==> config.mk <==
export PLATFORM = sky130hd
export DESIGN_NAME = video_mod_counter
export DESIGN_NICKNAME = d
export VERILOG_FILES = /design/src/rtl/ula_timing_pkg.sv /design/src/rtl/video_mod_counter_win_cmp.sv /design/src/rtl/video_mod_counter.sv
export SDC_FILE = /design/constraint.sdc
export NUM_CORES = 1
export LEC_CHECK = 0
export CAP_MARGIN = 20
export CORE_MARGIN = 2
export CORE_UTILIZATION = 42
export DETAILED_ROUTE_END_ITERATION = 10
export PLACE_DENSITY = 0.83
export SYNTH_ARGS = -nofsm -noshare
export SYNTH_HDL_FRONTEND = slang
export SYNTH_SLANG_ARGS = --single-unit
==> constraint.sdc <==
create_clock -name clock -period 2.3 [get_ports clock]
set_clock_uncertainty 0.2 [all_clocks]
set_input_delay 0.23 -clock clock [delete_from_list [all_inputs] [get_ports clock]]
set_output_delay 0.23 -clock clock [all_outputs]
set_load 0.01 [all_outputs]
==> src/rtl/ula_timing_pkg.sv <==
// ULA video timing constants and the window-membership rule shared by the
// modulo counters of the horizontal and vertical timing chain.
package ula_timing_pkg;

  localparam int unsigned H_TOTAL       = 448;
  localparam int unsigned V_TOTAL       = 312;

  localparam int unsigned H_BLANK_START = 320;
  localparam int unsigned H_BLANK_END   = 415;
  localparam int unsigned H_SYNC_START  = 344;
  localparam int unsigned H_SYNC_END    = 375;

  localparam int unsigned V_BLANK_START = 248;
  localparam int unsigned V_BLANK_END   = 255;
  localparam int unsigned V_SYNC_START  = 248;
  localparam int unsigned V_SYNC_END    = 251;

  // A window whose start lies after its end wraps through zero, so blanking
  // that straddles the end of a line or frame needs only one comparator.
  function automatic logic in_window(input int unsigned v,
                                     input int unsigned startV,
                                     input int unsigned endV);
    if (startV <= endV) begin
      return (v >= startV) && (v <= endV);
    end
    return (v >= startV) || (v <= endV);
  endfunction

endpackage

==> src/rtl/video_mod_counter_win_cmp.sv <==
// Combinational window comparator: flags whether a count value lies inside
// the window [WIN_START, WIN_END], with wrap-around when START > END.
module win_cmp
  import ula_timing_pkg::*;
#(
  parameter int unsigned WIDTH     = 9,
  parameter int unsigned WIN_START = 0,
  parameter int unsigned WIN_END   = 0
) (
  input  logic [WIDTH-1:0] i_value,
  output logic             o_inWindow
);

  // Pure range test so the caller can register the result alongside the count.
  always_comb begin
    o_inWindow = in_window(32'(i_value), WIN_START, WIN_END);
  end

endmodule

==> src/rtl/video_mod_counter.sv <==
// Modulo-N video timing counter with enable, synchronous load, terminal
// count / carry for cascading, and two registered compare windows that are
// always aligned with the count value they are shown with.
module video_mod_counter
  import ula_timing_pkg::*;
#(
  parameter int unsigned WIDTH      = 9,
  parameter int unsigned MODULUS    = 448,
  parameter bit          NEG_EDGE   = 1'b1,
  parameter int unsigned WIN0_START = 0,
  parameter int unsigned WIN0_END   = 255,
  parameter int unsigned WIN1_START = 320,
  parameter int unsigned WIN1_END   = 351
) (
  input  logic             clock,
  input  logic             reset,
  input  logic             ce,
  input  logic             load,
  input  logic [WIDTH-1:0] load_val,
  output logic [WIDTH-1:0] cnt,
  output logic             tc,
  output logic             carry,
  output logic             win0,
  output logic             win1
);

  localparam int unsigned     LAST_INT = MODULUS - 1;
  localparam logic [WIDTH-1:0] LAST    = LAST_INT[WIDTH-1:0];
  localparam logic [WIDTH:0]   MOD_EXT = MODULUS[WIDTH:0];
  localparam logic WIN0_RST = in_window(0, WIN0_START, WIN0_END);
  localparam logic WIN1_RST = in_window(0, WIN1_START, WIN1_END);

  if ((MODULUS < 2) || (64'(MODULUS) > (64'(1) << WIDTH))) begin : g_badModulus
    $error("video_mod_counter: MODULUS must lie in 2 .. 2**WIDTH");
  end

  if ((WIN0_START >= MODULUS) || (WIN0_END >= MODULUS) ||
      (WIN1_START >= MODULUS) || (WIN1_END >= MODULUS)) begin : g_badWindow
    $error("video_mod_counter: window bounds must be below MODULUS");
  end

  logic [WIDTH-1:0] r_cnt;
  logic             r_win0;
  logic             r_win1;
  logic [WIDTH-1:0] w_nextCnt;
  logic             w_loadInRange;
  logic             w_win0Next;
  logic             w_win1Next;

  assign w_loadInRange = ({1'b0, load_val} < MOD_EXT);

  // Next count: load beats enable; out-of-range loads clamp to zero and the
  // last count wraps to zero rather than rolling into unused codes.
  always_comb begin
    w_nextCnt = r_cnt;
    if (load) begin
      w_nextCnt = w_loadInRange ? load_val : '0;
    end else if (ce) begin
      w_nextCnt = (r_cnt == LAST) ? '0 : r_cnt + 1'b1;
    end
  end

  win_cmp #(
    .WIDTH     (WIDTH),
    .WIN_START (WIN0_START),
    .WIN_END   (WIN0_END)
  ) u_win0Cmp (
    .i_value    (w_nextCnt),
    .o_inWindow (w_win0Next)
  );

  win_cmp #(
    .WIDTH     (WIDTH),
    .WIN_START (WIN1_START),
    .WIN_END   (WIN1_END)
  ) u_win1Cmp (
    .i_value    (w_nextCnt),
    .o_inWindow (w_win1Next)
  );

  if (NEG_EDGE) begin : g_negEdge
    // Count and window registers advance together on the falling edge.
    always_ff @(negedge clock or posedge reset) begin
      if (reset) begin
        r_cnt  <= '0;
        r_win0 <= WIN0_RST;
        r_win1 <= WIN1_RST;
      end else begin
        r_cnt  <= w_nextCnt;
        r_win0 <= w_win0Next;
        r_win1 <= w_win1Next;
      end
    end
  end else begin : g_posEdge
    // Count and window registers advance together on the rising edge.
    always_ff @(posedge clock or posedge reset) begin
      if (reset) begin
        r_cnt  <= '0;
        r_win0 <= WIN0_RST;
        r_win1 <= WIN1_RST;
      end else begin
        r_cnt  <= w_nextCnt;
        r_win0 <= w_win0Next;
        r_win1 <= w_win1Next;
      end
    end
  end

  // Carry is masked during a load so reloading this stage never steps the next one.
  assign cnt   = r_cnt;
  assign tc    = (r_cnt == LAST);
  assign carry = tc & ce & ~load;
  assign win0  = r_win0;
  assign win1  = r_win1;

endmodule
==> results.json, run 1 <==
{
  "status": "complete, but fails checks",
  "violations": "setup timing",
  "yosys_warnings": 0,
  "grt_pass1_vias": 883,
  "ys_ff_latch": 11,
  "path_buf_inv": 1,
  "synth.top_cell.area_share_pct": 36.97,
  "die_h_um": 44.15,
  "synth_ff_type": "dfrtn_1",
  "dr.pass1.iters": 4,
  "hp-class": "flip-flop to flip-flop",
  "cp_slowest_cell": "dfrtn_1",
  "power.total_w": 0.0007336,
  "grt_setup_unrepaired": "true",
  "met3_usage_pct": 6.939,
  "antenna_found_initial": 0,
  "die_area_um2": 1949,
  "hpwl_um": 1514,
  "synthCells": 73,
  "end_kind": "primary output",
  "maxSlewViolCount": 0,
  "setup-tns-final_ps": -4630,
  "crit_fanout": 2,
  "power.switching_w": 0.0002644,
  "place_congestion": 0.8580,
  "coreArea_um2": 1506,
  "pwr-share-seq_pct": 32.6,
  "root_buffer": "clkbuf_4",
  "vias": 962,
  "vias_per_cell": 6.167,
  "grt-busiest-layer": "met2",
  "max_stage_delay_ps": 470,
  "worstPathCellList": "ha_4 -> nand2_4 -> nor4_4 -> and2_1 -> buf_2",
  "drv_cap": 0,
  "synth_cell_types": 31,
  "synth_area_per_cell_um2": 9.273,
  "worstSkewPairLatency_ps": 300,
  "whs_ps": 505.0,
  "clk_path_buf_depth": 2,
  "netlist_top_cells_area": "dfrtn_1 (37%), nand2_1 (5.5%), o21ai_0 (5.2%)",
  "h-tree-depth": 1,
  "ir_drop_mv": 0.5063,
  "critPathTopFamily": "flip-flops",
  "nNetsFinal": 155,
  "start_util_pct": 44.93,
  "die_w_um": 44.15,
  "dpl.cell_count": 136,
  "synth.cell_area_um2": 676.9,
  "io_pins": 26,
  "switching_share_pct": 36.05,
  "grtUsageMet2_pct": 53.24,
  "grt_pass1_wl_um": 4188,
  "synthToLayoutAreaGrowth_pct": 106.1,
  "async_flop_share_pct": 100.0,
  "drt_iter0_markers": 85,
  "num_rows": 14,
  "cp-start-kind": "flip-flop",
  "n_antenna_cell": 0,
  "grt_max_degree": 8,
  "io_buffers": 25,
  "synth_edf_count": 0,
  "power_frac_clock_pct": 23.0,
  "worstSetupPathType": "flip-flop to primary output",
  "wirelength_um": 3338,
  "cts_buffers": 3,
  "required_ps": 1870,
  "cts_tree": "yes",
  "p_leak_nw": 0.6651,
  "yosys-top-cells-count": "dfrtn_1 (10), nand2_1 (10), o21ai_0 (7)",
  "grt_overflow": 0,
  "power.density_nw_per_um2": 525.8,
  "synth_seq_area_share_pct": 40.85,
  "hold_viol": 0,
  "num-fill-cells": 60,
  "combPwrFrac_pct": 44.4,
  "syn_nets": 87,
  "cp.arrival_ps": 2660,
  "clk_pin_slew_worst_paths_ps": 50,
  "drc": 0,
  "internal_power_w": 0.0004692,
  "grt_usage_pct": 30.75,
  "post_drt_wl_per_cell_um": 21.40,
  "antenna_left": 0,
  "setup_viol": 18,
  "instances_no_fill": 156,
  "slew_headroom_pct": 78.20,
  "layout_setup_ws_ps": -794.9,
  "drive_above_1_share_pct": 52.86,
  "met1_usage_pct": 35.48,
  "worst_pin_slew_ps": 325.0,
  "yosys.area.top_type": "dfrtn_1",
  "fin_util_pct": 92.61,
  "clock_sinks": 11
}
## cells by family after synthesis
group                    count (synthesis)  share of synthesized area [%]
AO/OA/AOI/OAI                           20                          19.78
adder cells (fa/ha/maj)                  1                          1.848
flip-flops                              11                          40.85
multiplexers                             1                          1.479
AND/OR/NAND/NOR                         28                          26.06
XOR/XNOR                                 4                          5.177
buffers and inverters                    8                          4.806
## cell type report
| class | instances | area (µm²) | share of cell area (%) |
|---|---|---|---|
| repair buffers | 66 | 593.1 | 42.51 |
| multi-input cells | 54 | 460.4 | 33.00 |
| flip-flops and latches | 11 | 276.5 | 19.82 |
| clock buffers | 4 | 26.28 | 1.883 |
| well taps | 16 | 20.02 | 1.435 |
| inverters | 4 | 15.01 | 1.076 |
| clock inverters | 1 | 3.754 | 0.2691 |
## layer usage
metal	part of all wire, %	vias to the layer above	wire [µm]
li1	-	403	-
met1	36	459	1195
met2	50	79	1668
met3	9.2	21	306
met4	5.0	0	167
met5	0	-	0
## tightest hold or removal path, delay by kind of cell (launching register included)
family,cells,cell delay [ps]
XOR/XNOR,1,80
AO/OA/AOI/OAI,1,130
flip-flops,1,440
buffers and inverters,1,120
## final timing paths
| path | start | to | slack [ps] | cells past startpoint |
|---|---|---|---|---|
| setup / recovery | cnt[0] | carry | -790 | 5 |
| hold / removal | cnt[3] | cnt[3] | 510 | 3 |
| setup reg to reg | cnt[3] | cnt[1] | 170 | 7 |
| hold reg to reg | cnt[3] | cnt[3] | 510 | 3 |
| max in group asynchronous | reset | cnt[0] | 620 | 3 |
| min in group asynchronous | reset | cnt[5] | 1130 | 3 |
## what timing repair did
action | 4_1_cts | 5_1_grt
pin swaps | 8 | 4
gates resized for setup | 89 | 17
gates cloned | 0 | 0
hold buffers | 0 | 0
setup buffers | 12 | 10
hold endpoints to repair | 0 | 0
setup endpoints to repair | 24 | 23
## through the flow
step	area [µm²]	setup slack, ps
3_3_place_gp	1137	-848.6
6_report	1395	-794.9
5_1_grt	1395	-834.5
4_1_cts	1309	-716.5
3_5_place_dp	1137	-881.4
2_1_floorplan	703.2	-446.0
## layout by cell type, fill, tap and decap left out, drive strengths merged
cell           count
a211oi             1
a21o               3
a21oi              2
a31o               1
and2               2
buf               55
clkbuf             5
clkdlybuf4s15      1
clkdlybuf4s50      7
dfrtn             10
dfstp              1
dlygate4sd2        2
ha                 1
inv                5
mux2i              1
nand2             10
nand3              5
nand3b             2
nand4              3
nor4               2
nor4b              2
o211ai             1
o21a               1
o21ai              7
o311ai             1
o31a               1
o32ai              1
o41ai              1
or3                1
or4b               1
xnor2              1
xor2               3
## state kept, by name, summed over array words and instances, names as in the netlist
name	count
cnt	9
win0	1
win1	1
## power groups by stage
stage	clock, W	sequential (W)	combinational (W)
final	0.000169	0.000239	0.000326
after global routing	0.000173	0.000240	0.000339
after CTS	0.000152	0.000235	0.000277
after detailed placement	0.00000544	0.000238	0.000225
after global placement	0.00000544	0.000237	0.000221
after floorplan	0.00000544	0.000258	0.0000697
Note: power is estimated with default switching activity, not from simulation.
==> inputs of run 2 (changes only) <==
--- a/config.mk
+++ b/config.mk
@@ -7,9 +7,9 @@
 export LEC_CHECK = 0
 export CAP_MARGIN = 20
 export CORE_MARGIN = 2
-export CORE_UTILIZATION = 42
+export CORE_UTILIZATION = 38
 export DETAILED_ROUTE_END_ITERATION = 10
-export PLACE_DENSITY = 0.83
+export PLACE_DENSITY = 0.8
 export SYNTH_ARGS = -nofsm -noshare
 export SYNTH_HDL_FRONTEND = slang
 export SYNTH_SLANG_ARGS = --single-unit
==> constraint.sdc (replaced) <==
create_clock -name clock -period 2.8 [get_ports clock]
set_clock_uncertainty 0.2 [all_clocks]
set_input_delay 0.28 -clock clock [delete_from_list [all_inputs] [get_ports clock]]
set_output_delay 0.28 -clock clock [all_outputs]
set_load 0.01 [all_outputs]
==> run 2 against run 1 <==
Effect of this change:
- the run still ends with setup timing left
- critical path depth did not move
- count of clock-buffer cells in the layout decreased by 1
- register-to-register slack better by 570 ps
- via count down 17%
- die area rose by 9.6%
- combinational power down 26%
- first-iteration DRC count decreased by 64%
- sequential power shrank 18%
- sequential share of layout area rose by 0.76 points
- utilization shrank 14 points
- sequential cell count is the same
- critical endpoint unchanged
- largest power group unchanged
==> results.json, run 2 (synthesized netlist as in run 1, its figures left out) <==
{
  "antenna_left": 0,
  "regArea_um2": 276.5,
  "wl_met2_um": 1243,
  "power.total_w": 0.0005553,
  "grt_usage_pct": 25.08,
  "cp-start-kind": "flip-flop",
  "synthToLayoutAreaGrowth_pct": 98.52,
  "start_util_pct": 39.63,
  "routed-wl-met3_um": 82,
  "hpwl_um": 1522,
  "worstReg2RegEnd": "win1",
  "dr.pass1.iters": 5,
  "required_ps": 2320,
  "cp.arrival_ps": 2920,
  "clk_pin_slew_worst_paths_ps": 60,
  "drive_above_1_share_pct": 50.37,
  "die_area_um2": 2135,
  "hold_end": "cnt[1]",
  "root_buffer": "clkbuf_4",
  "coreArea_um2": 1708,
  "die_w_um": 46.21,
  "clk_path_buf_depth": 2,
  "cts_buffers": 3,
  "place_congestion": 0.8210,
  "grt_max_degree": 8,
  "drc": 0,
  "power.density_nw_per_um2": 413.2,
  "worstSetupPathType": "flip-flop to primary output",
  "hold_path.startpoint": "cnt[0]",
  "fin_util_pct": 78.68,
  "antenna_found_initial": 0,
  "h-tree-depth": 1,
  "largest_reg_flops": 9,
  "rr_worst_depth": 8,
  "slew_headroom_pct": 77.52,
  "violations": "setup timing",
  "reg2reg_from": "cnt[1]",
  "vias": 803,
  "ctsHoldBuffers": 0,
  "maxSlewViolCount": 0,
  "num-fill-cells": 99,
  "top_layer_used": "met4",
  "post_drt_wl_per_cell_um": 14.65,
  "drv_cap": 0,
  "wirelength_um": 2344,
  "final_cell_mix": "buf_4 (27), buf_6 (17), dfrtn_1 (10), nand2_1 (9)",
  "grt_pass1_vias": 853,
  "cts_tree": "yes",
  "vias_per_cell": 5.019,
  "ir_drop_mv": 0.3296,
  "die_h_um": 46.21,
  "status": "complete, but fails checks",
  "worst_pin_slew_ps": 333.6,
  "whs_ps": 477.5,
  "crit_fanout": 2,
  "io_buffers": 25,
  "hold_viol": 0,
  "hp-class": "flip-flop to flip-flop",
  "end_kind": "primary output",
  "grt_overflow": 0,
  "hold-path-cell-count": 3,
  "wl_met1_um": 986,
  "setup_viol": 9,
  "p_leak_nw": 0.6435,
  "n_antenna_cell": 0,
  "rrSetupSlack_ps": 740,
  "clock_sinks": 11,
  "drt_iter0_markers": 31,
  "grt_setup_unrepaired": "true",
  "layout_setup_ws_ps": -604.2,
  "worstSkewPairLatency_ps": 280,
  "layout_commonest_cell": "buf_4",
  "num_rows": 15,
  "multi_input_area_um2": 442.9,
  "io_pins": 26,
  "nNetsFinal": 150,
  "grt_pass1_wl_um": 3746
}
[run 2: cell types whose count changed in the layout (fill, tap and decap cells not counted), moves of 3 or more]
cell            delta
buf_4              -5
buf_2              +3
dlymetal6s2s_1     +3
buf_6              -3
[run 2: layer usage]
metal | track usage, % | up-vias
met1 | 31.63 | 386
li1 | - | 394
met5 | 0 | -
met2 | 41.94 | 19
met3 | 3.529 | 4
met4 | 11.43 | 0
[run 2: report_power, final]
group / internal [W] / switching [W] / total, W
Combinational: 0.000142 / 0.0000997 / 0.000242
Clock: 0.0000540 / 0.0000642 / 0.000118
Sequential: 0.000180 / 0.0000158 / 0.000195
Total: 0.000376 / 0.000180 / 0.000555
[run 2: worst max path at each step]
| stage | start | to |
|---|---|---|
| after detailed placement | ce | win1 |
| after global routing | cnt[1] | carry |
| after global placement | ce | cnt[5] |
| after CTS | cnt[1] | carry |
| after floorplan | cnt[0] | carry |
| final | cnt[1] | carry |
[run 2: worst max-delay path, cell delays in order (launching register included)]
cell,delay (ps)
dfrtn_1,460
ha_4,170
nand2_4,50
nor4_1,270
and2_1,170
buf_2,130
[run 2: what timing repair did]
action | CTS | global route
setup buffers | 10 | 10
resized for setup | 79 | 11
pin swaps | 3 | 1
endpoints found under the setup margin | 24 | 21
[run 2: final cells by class]
type	instances	share of cell area (%)
Clock buffer	3	1.676
Clock inverter	2	0.6518
Inverter	4	1.117
Multi-Input combinational cell	54	32.96
Sequential cell	11	20.58
Tap cell	25	2.328
Timing Repair Buffer	61	40.69
[run 2: through the flow]
step | instances | setup slack [ps] | TNS (ps) | area [µm²]
2_1_floorplan | 73 | -248.8 | -616.7 | 698.2
3_3_place_gp | 141 | -674.2 | -8408 | 1114
3_5_place_dp | 141 | -665.6 | -8578 | 1114
4_1_cts | 153 | -535.4 | -1612 | 1276
5_1_grt | 160 | -737.1 | -2125 | 1344
6_report | 160 | -604.2 | -1694 | 1344
==> inputs of run 3 (changes only) <==
--- a/config.mk
+++ b/config.mk
@@ -7,9 +7,10 @@
 export LEC_CHECK = 0
 export CAP_MARGIN = 20
 export CORE_MARGIN = 2
-export CORE_UTILIZATION = 38
+export CORE_UTILIZATION = 36
 export DETAILED_ROUTE_END_ITERATION = 10
-export PLACE_DENSITY = 0.8
+export PLACE_DENSITY = 0.78
 export SYNTH_ARGS = -nofsm -noshare
 export SYNTH_HDL_FRONTEND = slang
+export SYNTH_HIERARCHICAL = 1
 export SYNTH_SLANG_ARGS = --single-unit
==> run 3 against run 2 <==
Effect of this change:
- the flow still finishes with violations (setup timing)
- non-clock buffer count is 1 lower
- worst hold slack lost 22 ps
- sequential power down 2%
- sequential cell count unchanged
- utilization rose by 0.13 points
- largest power group unchanged
- global-route usage decreased by 3.9 points
- count of clock-buffer cells in the layout unchanged
- via count down 14%
- highest routed layer unchanged
==> results.json, run 3 <==
{
  "status": "complete, but fails checks",
  "violations": "setup timing",
  "post_drt_wl_per_cell_um": 13.71,
  "setup_viol": 9,
  "layout_commonest_cell": "buf_4",
  "syn_nets": 76,
  "async_flop_share_pct": 100.0,
  "synth_seq_area_share_pct": 44.74,
  "ir_drop_mv": 0.3273,
  "cts_tree": "yes",
  "power.total_w": 0.0005183,
  "yosys_warnings": 6,
  "hold_path.startpoint": "cnt[1]",
  "hp-class": "flip-flop to flip-flop",
  "clk_pin_slew_worst_paths_ps": 60,
  "cp-start-kind": "flip-flop",
  "largest_reg_flops": 9,
  "nNetsFinal": 140,
  "hold_end": "cnt[1]",
  "die_h_um": 45.44,
  "synth_most_common_cell": "nand2_1",
  "maxSlewViolCount": 0,
  "slew_headroom_pct": 84.41,
  "cts_buffers": 3,
  "worstReg2RegEnd": "win1",
  "synthToLayoutAreaGrowth_pct": 98.79,
  "place_congestion": 0.7604,
  "synth_area_per_cell_um2": 9.969,
  "n_antenna_cell": 0,
  "h-tree-depth": 1,
  "hpwl_um": 1335,
  "rr_worst_depth": 9,
  "grt_pass1_vias": 705,
  "hold_viol": 0,
  "grt_overflow": 0,
  "ys_ff_latch": 11,
  "synth_cell_types": 24,
  "wirelength_um": 1933,
  "num_rows": 14,
  "hold-path-cell-count": 3,
  "vias_per_cell": 4.915,
  "grt_usage_pct": 21.22,
  "antenna_left": 0,
  "worstSetupPathType": "flip-flop to primary output",
  "final_cell_mix": "buf_4 (26), buf_6 (21), nand2_1 (13), dfrtn_1 (10), clkdlybuf4s50_1 (7)",
  "synthCells": 62,
  "reg2reg_from": "cnt[0]",
  "synth_edf_count": 0,
  "required_ps": 2320,
  "dpl.cell_count": 127,
  "cp.arrival_ps": 2980,
  "instances_no_fill": 141,
  "coreArea_um2": 1559,
  "die_area_um2": 2064,
  "p_leak_nw": 0.6056,
  "netlist_top_cells_area": "dfrtn_1 (40%), nand2_1 (7.9%), xnor2_1 (5.7%)",
  "drive_above_1_share_pct": 52.80,
  "grt_max_degree": 11,
  "drc": 0,
  "dr.pass1.iters": 4,
  "io_buffers": 25,
  "antenna_found_initial": 0,
  "worst_pin_slew_ps": 232.2,
  "rrSetupSlack_ps": 710,
  "die_w_um": 45.44,
  "worstSkewPairLatency_ps": 290,
  "grt_pass1_wl_um": 3029,
  "clock_sinks": 11,
  "io_pins": 26,
  "end_kind": "primary output",
  "yosys.area.top_type": "dfrtn_1",
  "synth_ff_type": "dfrtn_1",
  "grt_setup_unrepaired": "true",
  "drv_cap": 0,
  "vias": 693,
  "synth.top_cell.area_share_pct": 40.49,
  "drt_iter0_markers": 6,
  "layout_setup_ws_ps": -659.7,
  "ctsHoldBuffers": 0,
  "crit_fanout": 2,
  "clk_path_buf_depth": 2,
  "start_util_pct": 39.65,
  "root_buffer": "clkbuf_4",
  "power.density_nw_per_um2": 421.8,
  "synth.cell_area_um2": 618.1,
  "yosys-top-cells-count": "nand2_1 (13), dfrtn_1 (10), o21ai_0 (5)"
}
==> run 3: how the worst max path moves through the flow <==
stage | start | to | slack [ps]
global route | cnt[0] | carry | -690
finish | cnt[0] | carry | -660
global placement | cnt[0] | carry | -700
CTS | cnt[1] | carry | -660
floorplan | cnt[0] | carry | -390
detailed placement | cnt[0] | carry | -700
==> run 3: worst max-delay path, stage by stage (launching register included) <==
cell and delay [ps]:
dfrtn_1 430, ha_2 190, nand4b_1 140, nor3_4 210, and3_4 220, buf_6 90
==> run 3: layout make-up <==
class                      instances  area, µm²
sequential                        11      276.5
timing repair buffer              60      546.8
multi-input combinational         46      344.1
inverter                           3      11.26
fill                             111      330.3
tap                               16      20.02
clock buffer                       3      22.52
clock inverter                     2      7.507
==> run 3: stage by stage <==
| step | util (%) | hold WS (ps) | instance area, µm² | TNS [ps] | setup slack, ps |
|---|---|---|---|---|---|
| after floorplan | - | 382.2 | 620.6 | -708.3 | -387.4 |
| after global placement | 68.46 | 419.5 | 1067 | -6474 | -700.8 |
| after detailed placement | 68.46 | 442.7 | 1067 | -6879 | -696.3 |
| after CTS | 77.45 | 445.4 | 1207 | -1467 | -663.1 |
| after global routing | 78.81 | 509.2 | 1229 | -1845 | -692.1 |
| final | 78.81 | 456.0 | 1229 | -1543 | -659.7 |
==> run 3: power by group <==
part | leakage [nW] | internal [W] | switching, W
Clock | 0.0245 | 0.0000537 | 0.0000681
Sequential | 0.135 | 0.000179 | 0.0000120
Combinational | 0.446 | 0.000125 | 0.0000808
==> run 3: what timing repair did <==
action / in CTS / in global routing
buffers inserted: 10 / 5
setup endpoints to repair: 22 / 13
gates resized for setup: 82 / 6
pin swaps: 8 / 2
hold endpoints to repair: 0 / 0
==> run 3: per-layer routing <==
layer | vias to the layer above | wire (µm) | track usage [%]
li1 | 339 | - | -
met4 | 0 | 44 | 11.18
met2 | 25 | 986 | 36.62
met3 | 4 | 121 | 4.762
met1 | 325 | 779 | 24.06
met5 | - | 0 | 0
==> run 3: kinds of logic after synthesis <==
family          count (synthesis)  synth area share [%]
fa+ha+maj                       1                 2.024
xor+xnor                        8                 11.33
buf+inv                         5                 4.250
compound gates                 11                 11.33
mux                             1                 1.619
flops                          11                 44.74
simple gates                   25                 24.70
